--- src/rtl/max_seq_pkg.sv ---
// Shared types and defaults for the find-max stream driver.
// Imported by the buffer and the top-level sequencer.
package max_seq_pkg;

    typedef enum logic [1:0] {
        IDLE,
        START,
        STREAM,
        WAIT_DONE
    } state_t;

    localparam int DEF_DATA_W  = 8;
    localparam int DEF_DEPTH   = 16;
    localparam int DEF_TIMEOUT = 255;

    function automatic int cnt_w(input int depth);
        return $clog2(depth + 1);
    endfunction

endpackage

--- src/rtl/seq_buffer.sv ---
// Append-only sequence store with combinational read by index.
// The write pointer is the low bits of count; clear only resets count.
module seq_buffer
    import max_seq_pkg::*;
#(
    parameter int DATA_W = DEF_DATA_W,
    parameter int DEPTH  = DEF_DEPTH,
    parameter int CW     = cnt_w(DEPTH),
    parameter int AW     = $clog2(DEPTH)
) (
    input  logic              clk,
    input  logic              rst,
    input  logic              wr_en,
    input  logic [DATA_W-1:0] wr_data,
    input  logic              clr,
    input  logic [AW-1:0]     rd_idx,
    output logic [DATA_W-1:0] rd_data,
    output logic [CW-1:0]     count,
    output logic              full
);

    logic [DATA_W-1:0] mem [DEPTH];
    logic              push;

    assign full    = (count == CW'(DEPTH));
    assign push    = wr_en && !full;
    assign rd_data = mem[rd_idx];

    always_ff @(posedge clk or negedge rst) begin
        if (!rst) begin
            count <= '0;
        end else if (clr) begin
            count <= '0;
        end else if (push) begin
            count <= count + 1'b1;
        end
    end

    always_ff @(posedge clk) begin
        if (push) begin
            mem[count[AW-1:0]] <= wr_data;
        end
    end

endmodule

--- src/rtl/max_seq_driver.sv ---
// Replays a host-loaded byte sequence to the find-max consumer
// and captures the maximum it reports back.
module max_seq_driver
    import max_seq_pkg::*;
#(
    parameter int DATA_W  = DEF_DATA_W,
    parameter int DEPTH   = DEF_DEPTH,
    parameter int TIMEOUT = DEF_TIMEOUT
) (
    input  logic                      clk,
    input  logic                      rst,
    input  logic                      wr_en,
    input  logic [DATA_W-1:0]         wr_data,
    output logic                      full,
    output logic [cnt_w(DEPTH)-1:0]   count,
    input  logic                      send,
    output logic                      busy,
    output logic                      start,
    output logic [DATA_W-1:0]         data_out,
    output logic                      last,
    input  logic                      done_in,
    input  logic [DATA_W-1:0]         max_in,
    output logic [DATA_W-1:0]         result,
    output logic                      result_valid,
    output logic                      err
);

    localparam int CW = cnt_w(DEPTH);
    localparam int AW = $clog2(DEPTH);
    localparam int TW = $clog2(TIMEOUT + 1);
    localparam logic [TW-1:0] TMO_LAST = TW'(TIMEOUT - 1);

    state_t            state;
    logic [CW-1:0]     len;
    logic [CW-1:0]     idx;
    logic [CW-1:0]     nxt;
    logic [CW-1:0]     len_now;
    logic [TW-1:0]     tmo;
    logic [DATA_W-1:0] rd_data;
    logic [AW-1:0]     rd_idx;
    logic              idle;
    logic              wr_acc;
    logic              clr;

    assign idle    = (state == IDLE);
    assign busy    = !idle;
    assign wr_acc  = wr_en && idle && !full;
    assign len_now = count + CW'(wr_acc);
    assign nxt     = idx + 1'b1;
    assign rd_idx  = idle ? '0 : nxt[AW-1:0];
    assign clr     = (state == WAIT_DONE) && (done_in || tmo == TMO_LAST);

    seq_buffer #(
        .DATA_W (DATA_W),
        .DEPTH  (DEPTH)
    ) u_buf (
        .clk     (clk),
        .rst     (rst),
        .wr_en   (wr_en && idle),
        .wr_data (wr_data),
        .clr     (clr),
        .rd_idx  (rd_idx),
        .rd_data (rd_data),
        .count   (count),
        .full    (full)
    );

    // Stream outputs are loaded on the edge that enters each state,
    // so start/last/data_out line up with START and STREAM exactly.
    always_ff @(posedge clk or negedge rst) begin
        if (!rst) begin
            state        <= IDLE;
            len          <= '0;
            idx          <= '0;
            tmo          <= '0;
            start        <= 1'b0;
            data_out     <= '0;
            last         <= 1'b0;
            result       <= '0;
            result_valid <= 1'b0;
            err          <= 1'b0;
        end else begin
            start        <= 1'b0;
            last         <= 1'b0;
            data_out     <= '0;
            result_valid <= 1'b0;
            err          <= 1'b0;
            unique case (state)
                IDLE: begin
                    if (send) begin
                        if (len_now == '0) begin
                            err <= 1'b1;
                        end else begin
                            state    <= START;
                            len      <= len_now;
                            idx      <= '0;
                            start    <= 1'b1;
                            last     <= (len_now == CW'(1));
                            // empty buffer: the first byte is still in flight
                            data_out <= (count == '0) ? wr_data : rd_data;
                        end
                    end
                end
                START, STREAM: begin
                    if (idx == len - 1'b1) begin
                        state <= WAIT_DONE;
                        tmo   <= '0;
                    end else begin
                        state    <= STREAM;
                        idx      <= nxt;
                        data_out <= rd_data;
                        last     <= (nxt == len - 1'b1);
                    end
                end
                WAIT_DONE: begin
                    if (done_in) begin
                        result       <= max_in;
                        result_valid <= 1'b1;
                        state        <= IDLE;
                    end else if (tmo == TMO_LAST) begin
                        err   <= 1'b1;
                        state <= IDLE;
                    end else begin
                        tmo <= tmo + 1'b1;
                    end
                end
            endcase
        end
    end

endmodule

--- config.mk ---
export PLATFORM = sky130hd
export DESIGN_NAME = max_seq_driver
export DESIGN_NICKNAME = d
export VERILOG_FILES = /design/src/rtl/max_seq_pkg.sv /design/src/rtl/seq_buffer.sv /design/src/rtl/max_seq_driver.sv
export SDC_FILE = /design/constraint.sdc
export NUM_CORES = 1
export LEC_CHECK = 0
export ABC_AREA = 1
export CAP_MARGIN = 10
export CORE_MARGIN = 8
export CORE_UTILIZATION = 45
export CTS_BUF_LIST = sky130_fd_sc_hd__clkbuf_16
export DETAILED_ROUTE_END_ITERATION = 6
export HOLD_SLACK_MARGIN = 0.02
export PLACE_DENSITY_LB_ADDON = 0.15
export SYNTH_ARGS = -nofsm -noshare
export SYNTH_HDL_FRONTEND = slang
export SYNTH_SLANG_ARGS = --single-unit
--- constraint.sdc ---
create_clock -name clk -period 5.5 [get_ports clk]
set_input_delay 0.55 -clock clk [delete_from_list [all_inputs] [get_ports clk]]
set_output_delay 0.55 -clock clk [all_outputs]
set_load 0.01 [all_outputs]
# Word level (Yosys, flattened, before mapping)
# Memories as Yosys holds them, arrays and structs flattened.
# Index checks and enable logic that the tools add are counted.
# classes
bitwise_logic	1
addsub	5
n_lt_le_gt_ge	0
reduce_logical	18
multipliers	0
shifts	0
eq_ne	15
div	0
n_mux	38
# ops
op	count
two-way mux 8 bit	7
one-hot mux 8 bit (2 select lines)	2
two-way mux 5 bit	5
two-way mux 1 bit	15
!= test 2 bit (second input constant)	6
adder 5 x 1 -> 5 bit (second input constant)	2
== test 5 bit	2
logical NOT 5 bit	2
one-hot mux 5 bit (2 select lines)	1
adder 8 x 1 -> 8 bit (second input constant)	1
== test 8 bit (second input constant)	1
two-way mux 2 bit	4
AND reduction 4 bit	2
one-hot mux 2 bit (3 select lines)	1
AND reduction 3 bit	2
nonzero test 2 bit	3
adder 5 x 1 -> 5 bit	1
== test 5 x 1 -> 1 bit (second input constant)	1
== test 5 bit (second input constant)	1
subtractor 5 x 1 -> 5 bit (second input constant)	1
== test 2 bit (second input constant)	2
two-way mux 4 bit	1
one-hot mux 1 bit (2 select lines)	2
logical AND 1 bit	3
8 further kinds	9
# totals
output_inout_bits	27
n_memories	1
input_bits	21
wordCells	89
mem_bits_rw	128
register_bits	45
latch_bits	0
romBits	0
# mem_list
name	depth	word_bits	read_ports	rd_clocked_by_memory_dff	write_ports	line	source
u_buf.mem	16	8	1	0	1	seq_buffer.sv:22	logic [DATA_W-1:0] mem [DEPTH];

# Logic depth before layout (Yosys ltp)
# Gate-level depths: netlist of run 1.
# depth
depth_word	8
mapped_depth	19

# Hierarchy
# Synthesis of run 1 repeated with hierarchy kept, for this count alone.
# unflattened
cells_unflattened	945
area_unflattened_um2	8503.2
# by_module_without_submodules
module	area_each_um2	cells_per_inst	instances	seq_area_each_um2
seq_buffer	5969.5	602	1	3968.8
max_seq_driver	2533.7	343	1	1001.0

# Worst setup path after synthesis of run 1
# OpenSTA, ideal clock, no wires.
# synth_timing
kind	register to register
startpoint	reg u_buf.count[0]
endpoint	reg idx[2]
path_stages_with_launch	16
t_arrival_ns	2.412
setup_ns	0.126
slack_ns	2.962
required_time_ns	5.374
path_cell_list	dfrtp_1 -> inv_1 -> ha_1 -> nand3_1 -> nand2_1 -> clkinv_1 -> ha_1 -> ha_1 -> nand4_1 -> nand2_1 -> nor2_1 -> nand3_1 -> nand2_2 -> o21ai_0 -> nand2_1 -> o21ai_0
# synth_via
elab_chain_len	7
# synth_rtl
item	line	source
start, declared	seq_buffer.sv:18	output logic [CW-1:0] count,
start signal, assigned	seq_buffer.sv:35	count <= count + 1'b1;
== test 5 bit	seq_buffer.sv:25	assign full = (count == CW'(DEPTH));
logical NOT 1 bit	max_seq_driver.sv:47	assign wr_acc = wr_en && idle && !full;
logical AND 1 bit	max_seq_driver.sv:47	
adder 5 x 1 -> 5 bit (*)	max_seq_driver.sv:48	assign len_now = count + CW'(wr_acc);
logical NOT 5 bit (*)	max_seq_driver.sv:91	if (len_now == '0) begin
!= test 2 bit (no source line) (*)	n/a	
AND reduction 4 bit (no source line) (*)	n/a	
end signal, assigned	max_seq_driver.sv:110	idx <= nxt;
end, declared	max_seq_driver.sv:35	logic [CW-1:0] idx;
# Every way passes the cells marked *; elsewhere a longest branch is shown, timed or not.
# A chain may end at the register's enable or synchronous reset.

# Final worst setup path of run 1
# layout_timing
startpoint	reg idx[0]
endpoint	reg data_out[1]
# layout_via
elab_chain_len	7
elab_cells_between_ends	9
classes_between	1 x add/sub; 1 x eq/ne; 6 x mux; 1 x memory
# layout_rtl
item	line	source
adder 5 x 1 -> 5 bit	max_seq_driver.sv:49	assign nxt = idx + 1'b1;
two-way mux 4 bit	max_seq_driver.sv:50	assign rd_idx = idle ? '0 : nxt[AW-1:0];
memory read (16 x 8 bit)	n/a	
two-way mux 8 bit	max_seq_driver.sv:100	data_out <= (count == '0) ? wr_data : rd_data;
two-way mux 8 bit	max_seq_driver.sv:91	
two-way mux 8 bit	max_seq_driver.sv:90	if (send) begin
one-hot mux 8 bit (2 select lines) (*)	max_seq_driver.sv:88	unique case (state)
end signal, assigned	max_seq_driver.sv:100	
end signal, assigned	max_seq_driver.sv:111	data_out <= rd_data;
end, declared	max_seq_driver.sv:19	output logic [DATA_W-1:0] data_out,
# Marks and branches as above.

==> results of run 1 <==
synthesized netlist by cell type:
master and count:
nand2_1 252, nand3_1 134, edfxtp_1 128, dfrtp_1 45, nor2_1 41, inv_1 38
o21ai_0 16, ha_1 13, buf_2 12, clkbuf_1 10, nand3_2 10, a21oi_2 9
xor2_1 9, inv_2 7, a21oi_1 6, nand4_1 5, nor2_2 5, xnor2_1 4
clkinv_1 2, nand2_2 2, a21boi_0 1, buf_1 1, buf_12 1, buf_6 1
clkinv_4 1, nand2_4 1, nor3_1 1, nor3b_1 1, or2_2 1, xor2_2 1
worst max-delay path: stages (launching register included):
cell and delay (ns):
dfrtp_1 0.47, ha_1 0.36, inv_1 0.10, nor2_2 0.04, buf_4 0.28, inv_1 0.85
nand3_1 0.25, nand3_2 0.15, nand3_1 0.14, nand2_1 0.11, inv_1 0.05, nand2_1 0.07
a21oi_2 0.06
state kept, by name, summed over array words and instances, names as in the netlist, 2 cells and up:
name         cells
u_buf.mem      128
data_out         8
result           8
tmo              8
idx              5
len              5
u_buf.count      5
state            2
per-stage QoR:
step / power, mW / hold WS, ns
2_1_floorplan: 3.07 / 0.254
3_3_place_gp: 3.63 / 0.458
3_5_place_dp: 3.66 / 0.464
4_1_cts: 4.77 / 0.319
5_1_grt: 5.08 / 0.377
6_report: 4.75 / 0.297
power groups by stage:
| stage | Clock, mW | Sequential (mW) | Combinational [mW] |
|---|---|---|---|
| 2_1_floorplan | 0 | 1.69 | 1.37 |
| 3_3_place_gp | 0 | 1.69 | 1.94 |
| 3_5_place_dp | 0 | 1.69 | 1.97 |
| 4_1_cts | 1.12 | 1.67 | 1.98 |
| 5_1_grt | 1.17 | 1.69 | 2.23 |
| 6_report | 1.11 | 1.67 | 1.98 |
cells by family (layout without fill, tap and decap cells):
kind of cell / after synthesis / in the layout / synth area share (%)
AND/OR/NAND/NOR: 453 / 453 / 25.5
flip-flops: 173 / 173 / 64.1
buffers and inverters: 73 / 129 / 4.10
AO/OA/AOI/OAI: 32 / 32 / 2.53
XOR/XNOR: 14 / 14 / 1.68
adder cells (fa/ha/maj): 13 / 13 / 2.10
metal layers:
metal / part of all wire (%) / wire length [um] / track usage, % / vias to the layer above
met2: 47 / 8600 / 28.0 / 137
met3: 4.6 / 835 / 3.63 / 25
met4: 2.3 / 421 / 7.24 / 0
li1: - / - / - / 2641
met1: 46 / 8480 / 23.3 / 2685
met5: 0 / 0 / 0 / -
worst min-delay path by stage:
stage	cells past startpoint	slack [ns]	start	end
finish	1	0.30	rst	result[5]
global route	1	0.38	rst	result[6]
CTS	1	0.32	rst	result[3]
detailed placement	2	0.46	tmo[5]	tmo[5]
global placement	2	0.46	tmo[5]	tmo[5]
floorplan	0	0.25	rst	data_out[0]
cell type report:
class / count / area (um^2) / share of cell area (%)
flip-flops and latches: 173 / 4970 / 55.7
clock buffers: 18 / 450 / 5.05
multi-input cells: 512 / 2460 / 27.6
repair buffers: 49 / 480 / 5.39
inverters: 48 / 185 / 2.08
well taps: 225 / 282 / 3.16
clock inverters: 14 / 88.8 / 0.996
==> key figures, run 1 <==
Global routing
  – First-pass GRT wire length: 29700 um
  – Pin count of the biggest net entering global routing: 65
  – Initial antenna violation count: 0
  – All-Layer GR Usage: 17.7%
  – Total congestion overflow: 0
  – Vias in the first global route: 5455

Route
  – # DRC: 0
  – Vias: 5488
  – Final ANT Viol Nets: 0
  – Initial DRC count: 354
  – DRT Wirelength: 18300 um
  – Total iterations of the first detailed-routing run: 5
  – WL/cell: 17.6 um
  – Drt via density: 5.28

STA
  – Final setup vio count: 0
  – Tmin final: 3.08 ns
  – F_max: 324 MHz
  – Worst relative slew slack: 25.6%
  – Setup ws final: 2.42 ns
  – Slew Limit Fails: 0
  – Post-route clock period utilization: 56.1%
  – Hold Fails Final Rpt: 0
  – Measured slew at the worst slew-check pin: 1.11 ns
  – Skew final: 0.0114 ns
  – RSZ-0062 raised after global routing: no
  – TNS Setup: 0 ns

Clock tree
  – TritonCTS clock tree: done
  – Post-CTS sizing: 0
  – Clk root buf: clkbuf_16
  – Htree depth: 4
  – CTS max path bufs: 2
  – Insertion delay to the later sink of the worst-skew pair: 0.43 ns
  – TritonCTS Buffers: 17
  – Postcts setup bufs: 0
  – Hold-fix buffers at CTS: 0
  – Clock sinks: 173
  – CTS clk-pin slew, worst paths: 0.07 ns

Layout
  – Final core utilization: 52.3%
  – Layout cell share with drive strength beyond 1: 8.72%
  – Non-filler cells, final: 1039
  – Nets: 835
  – Design area: 8920 um^2
  – Area grow syn2layout: 15.1%
  – Commonest non-fill, non-tap cells in the layout: nand2_1, nand3_1, edfxtp_1
  – Commonest non-fill, non-tap cell in the layout: nand2_1
  – # diodes: 0
  – Filler cells: 1549

Place
  – Dpl cell area: 8380 um^2
  – DP Worst Slack: 2.43 ns
  – GPL Wtd Cong: 0.871
  – IO buf count: 47
  – Post-detail-place hpwl: 12200 um
  – Placed instance count: 1007

Critical path
  – Critical path peak fanout: 33
  – CP Capture Type: register
  – CP startpoint kind: register
  – Crit path arrival time: 3.37 ns
  – R2R setup slack: 2.42 ns
  – Crit Path Category: reg -> reg
  – CP endpoint: data_out[1]
  – Worst r2r dst: data_out[1]
  – Worst R2R Start: idx[0]
  – Worst R2R Path Depth: 12
  – Critical Path RT: 5.78 ns
  – CP startpoint: idx[0]

Floorplanning
  – Die Ht: 147 um
  – Initial Utilization: 45.5%
  – Core ar.: 17100 um^2
  – Die ar.: 21700 um^2
  – Die width: 147 um
  – Standard-cell rows: 48
  – Boundary Pins: 48

Power and ir drop
  – Sw frac: 40.7%
  – P_int: 2.82 mW
  – Clk pwr share: 23.3%
  – Sw power: 1.93 mW
  – PD cells: 532 nW/um^2
  – Seq pwr share: 35.1%
  – Comb pwr share: 41.7%
  – Peak VDD IR: 0.372 mV
  – LEAKAGE: 3.57 nW

Run status
  – Run status: finished clean

Logic synthesis
  – Post-synth top area cell: edfxtp_1
  – Cell variety after synth: 30
  – Syn_nets: 792
  – Ranking of synthesized cells by area: edfxtp_1, dfrtp_1, nand2_1
  – Share of Yosys cell area claimed by the top area cell type: 49.6%
  – Avg Inst Size Synth: 10.2 um^2
  – Post-synthesis sequential area ratio: 64.1%
  – Ys Warns: 0
  – Mapped Area: 7750 um^2
  – Post-Syn Instances: 758
  – Flop and latch count out of synthesis: 173

Min path
  – Hold Crit Class: in -> async

Run
  – Max_cap viols: 0
Note: power is estimated with default switching activity, not from simulation.
==> inputs of run 2 (changes only) <==
==> constraint.sdc (replaced) <==
create_clock -name clk -period 2.5 [get_ports clk]
set_input_delay 0.25 -clock clk [delete_from_list [all_inputs] [get_ports clk]]
set_output_delay 0.25 -clock clk [all_outputs]
set_load 0.01 [all_outputs]
==> run 2 against run 1 <==
Against the previous run:
- clock power increased by 130%
- power increased by 130%
- register-to-register slack got worse by 2.2 ns
==> key figures, run 2 (same netlist as run 1, synthesis figures left out) <==
Layout
  – Largest register FFs: 128
  – Non-filler cells, final: 1081
  – Nets: 877
  – Design area: 9370 um^2
  – Area grow syn2layout: 20.9%
  – Commonest non-fill, non-tap cells in the layout: nand2_1, nand3_1, edfxtp_1
  – # diodes: 0
  – Layout cell share with drive strength beyond 1: 14.7%
  – Final core utilization: 54.9%
  – Commonest non-fill, non-tap cell in the layout: nand2_1

Place
  – DP Worst Slack: -0.0578 ns
  – GPL Wtd Cong: 0.811
  – Post-detail-place hpwl: 12800 um
  – IO buf count: 47
  – Dpl cell area: 8690 um^2
  – Placed instance count: 1046

Global routing
  – Initial antenna violation count: 0
  – Vias in the first global route: 5551
  – Total congestion overflow: 0
  – All-Layer GR Usage: 18.2%
  – Pin count of the biggest net entering global routing: 46
  – First-pass GRT wire length: 30500 um

Power and ir drop
  – Peak VDD IR: 0.738 mV
  – LEAKAGE: 3.79 nW
  – PD cells: 1190 nW/um^2
  – Total power: 11.1 mW

STA
  – Worst relative slew slack: 33.1%
  – Slew Limit Fails: 0
  – F_max: 433 MHz
  – Tmin final: 2.31 ns
  – Skew final: 0.00616 ns
  – Measured slew at the worst slew-check pin: 1.00 ns
  – Hold slack: 0.358 ns
  – Setup ws final: 0.189 ns
  – Post-route clock period utilization: 92.5%
  – Final setup vio count: 0
  – TNS Setup: 0 ns
  – Hold Fails Final Rpt: 0

Critical path
  – Crit Path Category: reg -> reg
  – Critical Path RT: 2.79 ns
  – CP startpoint kind: register
  – Critical path peak fanout: 11
  – CP Capture Type: register
  – Crit path arrival time: 2.60 ns

Floorplanning
  – Die width: 147 um
  – Standard-cell rows: 48
  – Boundary Pins: 48
  – Initial Utilization: 45.5%
  – Die ar.: 21700 um^2
  – Core ar.: 17100 um^2
  – Die Ht: 147 um

Run status
  – Run status: finished clean

Min path
  – Hold Crit Class: in -> reg

Clock tree
  – TritonCTS Buffers: 17
  – Clk root buf: clkbuf_16
  – Clock sinks: 173
  – Insertion delay to the later sink of the worst-skew pair: 0.43 ns
  – CTS max path bufs: 2
  – Htree depth: 4
  – TritonCTS clock tree: done
  – CTS clk-pin slew, worst paths: 0.06 ns

Route
  – WL/cell: 17.6 um
  – Vias: 5662
  – Total iterations of the first detailed-routing run: 5
  – DRT Wirelength: 19000 um
  – Drt via density: 5.24
  – Final ANT Viol Nets: 0
  – # DRC: 0
  – Initial DRC count: 333

Run
  – Max_cap viols: 0
run 2: cell types whose count changed in the layout (fill, tap and decap cells not counted), sizes merged:
cell / change
dlygate4sd3: +1
clkbuf: +1
clkinvlp: +4
bufinv: +1
clkinv: +2
inv: -8
buf: +41
run 2: path summary, 6_finish.rpt:
kind	start	endpoint	slack, ns	cells after the start
max	len[0]	data_out[4]	0.19	12
min	max_in[0]	result[0]	0.36	3
max reg2reg	len[0]	data_out[4]	0.19	12
min reg2reg	result[3]	result[3]	0.48	2
max in group asynchronous	rst	idx[2]	1.36	2
min in group asynchronous	rst	tmo[0]	0.53	2
run 2: worst max-delay path, cell delays in order, from the launching register on:
cell	delay, ns
dfrtp_1	0.40
inv_1	0.11
ha_1	0.35
nand2_1	0.08
inv_1	0.04
nor2_1	0.08
nand2_1	0.06
nor2_1	0.15
nand4_1	0.11
nand2_1	0.35
nand2_2	0.22
nand2_1	0.15
a21oi_2	0.06
run 2: layout make-up:
cell class              instances  area, um^2
inverters                      48         190
flip-flops and latches        173        4970
clock buffers                  19         475
fillers                      1518        7690
clock inverters                13         114
multi-input cells             512        2530
repair buffers                 91         811
well taps                     225         282
run 2: layer usage:
metal  global-route usage, %  wire, um  up-vias
li1                        -         -     2726
met5                       0         0        -
met2                    29.1      9070      152
met3                    4.40      1050       30
met4                    7.29       475        0
met1                    23.5      8430     2754
run 2: timing repair:
| action | 4_1_cts | 5_1_grt |
|---|---|---|
| endpoints found under the hold margin | 6 | 0 |
| setup endpoints to repair | 8 | 20 |
| resized for setup | 2 | 18 |
| pin swaps | 1 | 7 |
| hold buffers | 1 | 0 |
| setup buffers | 0 | 2 |
run 2: power breakdown:
part | internal (mW) | leakage (nW) | switching (mW) | total [mW]
clock network | 1.49 | 0.284 | 1.10 | 2.59
logic | 1.78 | 1.76 | 3.14 | 4.91
registers | 3.43 | 1.75 | 0.184 | 3.61
